File: config.mk
export PLATFORM = sky130hd
export DESIGN_NAME = byte_striper_param
export DESIGN_NICKNAME = d
export VERILOG_FILES = /design/src/rtl/striper_pkg.sv /design/src/rtl/skp_scheduler.sv /design/src/rtl/byte_striper_param.sv
export SDC_FILE = /design/constraint.sdc
export NUM_CORES = 1
export LEC_CHECK = 0
export BUFFER_PORTS_ARGS = -buffer_cell sky130_fd_sc_hd__buf_2
export CAP_MARGIN = 20
export CORE_UTILIZATION = 58
export CTS_BUF_LIST = sky130_fd_sc_hd__clkbuf_8
export CTS_CLUSTER_SIZE = 8
export DETAILED_ROUTE_END_ITERATION = 10
export PLACE_DENSITY_LB_ADDON = 0.3
export SLEW_MARGIN = 30
export SYNTH_ARGS = -nofsm -noshare
export SYNTH_HDL_FRONTEND = slang
export SYNTH_HIERARCHICAL = 1
export SYNTH_SLANG_ARGS = --single-unit
export TNS_END_PERCENT = 50
File: constraint.sdc
create_clock -name i_clk -period 3 [get_ports i_clk]
set_clock_uncertainty 0.05 [all_clocks]
set_input_delay 0 -clock i_clk [delete_from_list [all_inputs] [get_ports i_clk]]
set_output_delay 0 -clock i_clk [all_outputs]
set_load 0.005 [all_outputs]
File: src/rtl/striper_pkg.sv
// Shared symbol codes, scheduler state encoding and lane slicing helper for
// the parametrised byte striper.
package striper_pkg;

    localparam logic [7:0] STP = 8'hFB;
    localparam logic [7:0] SDP = 8'h5C;
    localparam logic [7:0] END = 8'hFD;
    localparam logic [7:0] EDB = 8'hFE;
    localparam logic [7:0] COM = 8'hBC;
    localparam logic [7:0] SKP = 8'h1C;
    localparam logic [7:0] IDL = 8'h7C;
    localparam logic [7:0] PAD = 8'hF7;

    typedef enum logic [1:0] {
        ST_DATA,
        ST_COM,
        ST_SKP
    } state_t;

    // Bit offset of a lane inside the flattened lane bus; lane 0 sits in the LSBs.
    function automatic int laneBase(input int lane, input int bits);
        return lane * bits;
    endfunction

endpackage

File: src/rtl/skp_scheduler.sv
// Counts emitted data groups and sequences the COM + SKP ordered set,
// holding off input while the ordered set occupies the lanes.
module skp_scheduler
    import striper_pkg::*;
#(
    parameter int SKP_INTERVAL = 16,
    parameter int SKP_LEN      = 3
) (
    input  logic i_clk,
    input  logic i_reset,
    input  logic i_group_emit,
    input  logic i_idx_zero,
    input  logic i_in_pkt,
    output logic o_in_ready,
    output logic o_load_com,
    output logic o_load_skp
);

    localparam int GCNT_W = $clog2(SKP_INTERVAL + 1);
    localparam int SCNT_W = $clog2(SKP_LEN + 1);

    state_t             r_state;
    logic [GCNT_W-1:0]  r_group_cnt;
    logic [SCNT_W-1:0]  r_skp_cnt;
    logic               r_pending;
    logic               w_insert;

    // An ordered set may only start on a group boundary outside a packet.
    assign w_insert   = r_pending && i_idx_zero && !i_in_pkt;
    assign o_in_ready = !i_reset && (r_state == ST_DATA) && !w_insert;
    assign o_load_com = (r_state == ST_DATA) && w_insert;
    assign o_load_skp = (r_state == ST_COM) || (r_state == ST_SKP);

    always_ff @(posedge i_clk) begin
        if (i_reset) begin
            r_state     <= ST_DATA;
            r_group_cnt <= '0;
            r_skp_cnt   <= '0;
            r_pending   <= 1'b0;
        end else begin
            if (i_group_emit) begin
                if (r_group_cnt == GCNT_W'(SKP_INTERVAL - 1)) begin
                    r_pending   <= 1'b1;
                    r_group_cnt <= '0;
                end else begin
                    r_group_cnt <= r_group_cnt + GCNT_W'(1);
                end
            end

            // r_skp_cnt counts SKP beats already loaded into the output registers.
            case (r_state)
                ST_DATA: begin
                    if (w_insert) begin
                        r_state <= ST_COM;
                    end
                end
                ST_COM: begin
                    r_skp_cnt <= SCNT_W'(1);
                    if (SKP_LEN == 1) begin
                        r_state   <= ST_DATA;
                        r_pending <= 1'b0;
                    end else begin
                        r_state <= ST_SKP;
                    end
                end
                ST_SKP: begin
                    r_skp_cnt <= r_skp_cnt + SCNT_W'(1);
                    if (r_skp_cnt == SCNT_W'(SKP_LEN - 1)) begin
                        r_state   <= ST_DATA;
                        r_pending <= 1'b0;
                    end
                end
                default: r_state <= ST_DATA;
            endcase
        end
    end

endmodule

File: src/rtl/byte_striper_param.sv
// Round-robin striper: gathers symbols into a LANES-wide group, pads short
// packet tails and interleaves scheduled SKP ordered sets.
module byte_striper_param
    import striper_pkg::*;
#(
    parameter int LANES        = 4,
    parameter int BITS         = 8,
    parameter int SKP_INTERVAL = 16,
    parameter int SKP_LEN      = 3
) (
    input  logic                  i_clk,
    input  logic                  i_reset,
    input  logic [BITS-1:0]       i_d,
    input  logic                  i_dk,
    input  logic                  i_in_valid,
    output logic                  o_in_ready,
    output logic [LANES*BITS-1:0] o_lane_d,
    output logic [LANES-1:0]      o_lane_dk,
    output logic                  o_out_valid,
    output logic                  o_out_os
);

    localparam int IDX_W = (LANES > 1) ? $clog2(LANES) : 1;

    logic [BITS-1:0]       r_buf_d [LANES];
    logic [LANES-1:0]      r_buf_dk;
    logic [IDX_W-1:0]      r_idx;
    logic                  r_in_pkt;

    logic                  w_accept;
    logic                  w_is_start;
    logic                  w_is_end;
    logic                  w_emit;
    logic                  w_load_com;
    logic                  w_load_skp;
    logic [LANES*BITS-1:0] w_grp_d;
    logic [LANES-1:0]      w_grp_dk;

    assign w_accept   = i_in_valid && o_in_ready;
    assign w_is_start = i_dk && ((i_d == BITS'(STP)) || (i_d == BITS'(SDP)));
    assign w_is_end   = i_dk && ((i_d == BITS'(END)) || (i_d == BITS'(EDB)));
    assign w_emit     = w_accept && ((r_idx == IDX_W'(LANES - 1)) || w_is_end);

    skp_scheduler #(
        .SKP_INTERVAL (SKP_INTERVAL),
        .SKP_LEN      (SKP_LEN)
    ) u_sched (
        .i_clk        (i_clk),
        .i_reset      (i_reset),
        .i_group_emit (w_emit),
        .i_idx_zero   (r_idx == '0),
        .i_in_pkt     (r_in_pkt),
        .o_in_ready   (o_in_ready),
        .o_load_com   (w_load_com),
        .o_load_skp   (w_load_skp)
    );

    // The closing symbol bypasses the buffer so the group appears one cycle after it.
    always_comb begin
        w_grp_d  = '0;
        w_grp_dk = '0;
        for (int i = 0; i < LANES; i++) begin
            if (i < int'(r_idx)) begin
                w_grp_d[laneBase(i, BITS) +: BITS] = r_buf_d[i];
                w_grp_dk[i]                        = r_buf_dk[i];
            end else if (i == int'(r_idx)) begin
                w_grp_d[laneBase(i, BITS) +: BITS] = i_d;
                w_grp_dk[i]                        = i_dk;
            end else begin
                w_grp_d[laneBase(i, BITS) +: BITS] = BITS'(PAD);
                w_grp_dk[i]                        = 1'b1;
            end
        end
    end

    always_ff @(posedge i_clk) begin
        if (!i_reset && w_accept && !w_emit) begin
            r_buf_d[r_idx]  <= i_d;
            r_buf_dk[r_idx] <= i_dk;
        end
    end

    always_ff @(posedge i_clk) begin
        if (i_reset) begin
            r_idx    <= '0;
            r_in_pkt <= 1'b0;
        end else if (w_accept) begin
            r_idx <= w_emit ? '0 : r_idx + IDX_W'(1);
            if (w_is_start) begin
                r_in_pkt <= 1'b1;
            end else if (w_is_end) begin
                r_in_pkt <= 1'b0;
            end
        end
    end

    always_ff @(posedge i_clk) begin
        if (i_reset) begin
            o_lane_d    <= {LANES{BITS'(IDL)}};
            o_lane_dk   <= '1;
            o_out_valid <= 1'b0;
            o_out_os    <= 1'b0;
        end else if (w_load_com) begin
            o_lane_d    <= {LANES{BITS'(COM)}};
            o_lane_dk   <= '1;
            o_out_valid <= 1'b1;
            o_out_os    <= 1'b1;
        end else if (w_load_skp) begin
            o_lane_d    <= {LANES{BITS'(SKP)}};
            o_lane_dk   <= '1;
            o_out_valid <= 1'b1;
            o_out_os    <= 1'b1;
        end else if (w_emit) begin
            o_lane_d    <= w_grp_d;
            o_lane_dk   <= w_grp_dk;
            o_out_valid <= 1'b1;
            o_out_os    <= 1'b0;
        end else begin
            o_lane_d    <= {LANES{BITS'(IDL)}};
            o_lane_dk   <= '1;
            o_out_valid <= 1'b0;
            o_out_os    <= 1'b0;
        end
    end

endmodule

==> qor.yml <==
global_route:
  grt_max_degree: 31
  grt_usage: 0.246
  antenna_found_initial: 0
  grt_pass1_wl_um: 9580
  grt_overflow: 0
  grt_pass1_vias: 1887
sta:
  hold_viol: 0
  rsz0062_at_grt: "no"
  tns_ns: 0
  worst_pin_slew_ns: 0.550
  setup_viol: 0
  fin_ws_ns: 0.493
  slew_headroom: 0.633
  worst_hold_slack_ns: 0.0554
  timing.fmax_mhz: 399
  fin_crit_sh: 0.836
  min_period_ns: 2.51
  maxSlewViolCount: 0
clock_tree:
  worst_skew_pair.late_latency_ns: 0.35
  h-tree-depth: 3
  cts_hold_repair.buffers: 9
  cts_buffers: 9
  clk_pin_slew_worst_paths_ns: 0.08
  post_cts_resized: 0
  cts_tree: "yes"
  cts_root_buf: "clkbuf_8"
  clock_sinks: 78
  clock_path_buffers: 2
  postCtsSetupBuffers: 0
synth:
  yosysSeqAreaShare: 0.601
  yosys.area.top_type_share: 0.335
  synthFlopType: "dfxtp_1"
  syn-num-nets: 302
  synth_area_per_cell_um2: 10.9
  yosysMostFrequentCell: "dfxtp_1"
  yosys-top-cells-area: "dfxtp_1 (33%), edfxtp_1 (27%), ha_1 (4.1%)"
  synthTopCellsByCount: "dfxtp_1 (51), nor2_1 (33), nand2_1 (31), edfxtp_1 (27), a21oi_1 (17)"
  yosysUniqueCellTypes: 45
  synth_area_um2: 3050
  synth_cells: 280
  async_flop_share: 0
  synth_edf_count: 27
  ys_seq_elements: 78
  yosys_warnings: 6
  synth_top_area_cell: "dfxtp_1"
setup_path:
  worst_ep_required_time_ns: 2.94
  path_max_fanout: 9
  worstSetupPathType: "register to register"
  r2r_cells: 8
  worstSetupEndpointType: "register"
  cp.arrival_ns: 2.45
  cp-start-kind: "register"
pwr:
  clkPwrFrac: 0.393
  peakVddDrop_v: 0.000525
  p_switching_uw: 457
  fin_total_pwr_uw: 2000
  pwr-share-comb: 0.056
  intPower_uw: 1550
  pwr-share-seq: 0.551
  power_density_nw_per_um2: 549
  p_leak_uw: 0.00147
  switching_share: 0.228
placement:
  post-place-ws_ns: 0.562
  io_buffers: 50
  routabilityCongestion: 0.854
  dp_hpwl_um: 4130
floorplan:
  dieArea_um2: 5550
  die_h_um: 74.5
  fp.dieW_um: 74.5
  core_um2: 5070
  ios: 51
  start_util: 0.601
  core.rowCount: 26
drt:
  antenna_left: 0
  viasPerCell: 5.34
  vias: 2226
  wire_per_inst_um: 15.3
  drt_iter0_drc: 172
  drc: 0
  dr.pass1.iters: 4
  routed_wl_um: 6370
min_path:
  min_path_cells: 2
  hp-class: "input pin to register"
run:
  max_cap_violations: 0
layout:
  antennaDiodeCount: 0
  drive_gt1_frac: 0.233
  area_growth_pct: 19.7
  nNetsFinal: 364
run_status:
  status: "finished, final reports clean"
==> flip-flops by register name, summed over array words and instances, names as in the netlist, 2 cells and up <==
register             cells
u_sched/r_skp_cnt        2
r_buf_dk                 3
u_sched/r_state          2
r_buf_d                 24
u_sched/r_group_cnt      5
o_lane_d                32
o_lane_dk                4
r_idx                    2
==> through the flow <==
step                      cells  utilization  cell area, um2
final                       417        0.719            3650
after global routing        417        0.719            3650
after CTS                   417        0.719            3650
after detailed placement    392        0.662            3360
after global placement      392        0.662            3360
after floorplan             280            -            3050
==> power by group through the flow <==
stage / combinational (uW) / clock, uW / sequential, uW
2_1_floorplan: 60.2 / 0 / 1130
3_5_place_dp: 101 / 0 / 1130
6_report: 112 / 788 / 1100
5_1_grt: 122 / 844 / 1100
4_1_cts: 111 / 793 / 1100
3_3_place_gp: 99.8 / 0 / 1130
==> logic make-up (layout without fill, tap and decap cells) <==
logic type | after synthesis | after routing | share of synthesized area
multiplexers | 12 | 12 | 0.0398
flip-flops | 78 | 78 | 0.601
AO/OA/AOI/OAI | 49 | 49 | 0.102
XOR/XNOR | 3 | 3 | 0.00862
AND/OR/NAND/NOR | 105 | 105 | 0.179
buffers and inverters | 23 | 90 | 0.0291
adder cells (fa/ha/maj) | 10 | 10 | 0.0410
==> critical path: stages, from the launching register on <==
cell,delay [ns]
dfxtp_1,0.42
inv_1,0.10
ha_1,0.25
nand3b_4,0.11
nand2_1,0.07
nor2_1,0.14
nand2_1,0.15
nor3_1,0.35
and2_1,0.51
==> area by class of cell <==
class / instances / area, um2
clock buffers: 10 / 138
fillers: 370 / 1430
clock inverters: 6 / 58.8
repair buffers: 61 / 355
multi-input cells: 179 / 1130
flip-flops and latches: 78 / 1830
inverters: 13 / 48.8
well taps: 70 / 87.6
==> final timing paths <==
| check | end | from | slack (ns) |
|---|---|---|---|
| setup / recovery | r_buf_d[2][0]$_DFFE_PP_ | r_idx[0]$_SDFFE_PP0P_ | 0.49 |
| hold / removal | r_in_pkt$_SDFFE_PP0P_ | i_reset | 0.06 |
| setup reg to reg | r_buf_d[2][0]$_DFFE_PP_ | r_idx[0]$_SDFFE_PP0P_ | 0.49 |
| hold reg to reg | o_lane_d[18]$_SDFF_PP1_ | r_buf_d[2][2]$_DFFE_PP_ | 0.41 |
==> layer usage <==
metal  vias up  track usage  wire length [um]
li1       1091            -                 -
met1      1035        0.327              2740
met2        88        0.372              3040
met3        12       0.0799               482
met4         0       0.0964               104
met5         -            0                 0
==> cell usage in the layout (no fill, tap or decap), types with 4 or more instances in the layout <==
master         Yosys  layout
ha_1              10      10
nand3_1            4       4
nand2b_1          11      11
clkinv_2           0       4
mux2i_1           11      11
inv_1             13      13
clkbuf_8           0      10
and2_1             4       4
nand2_1           31      31
o21ai_0           13      13
dlygate4sd3_1      0       9
nor2_1            33      33
edfxtp_1          27      27
buf_2              2      50
dfxtp_1           51      51
a21oi_1           17      17
No activity file was read; power rests on OpenSTA's default activity.
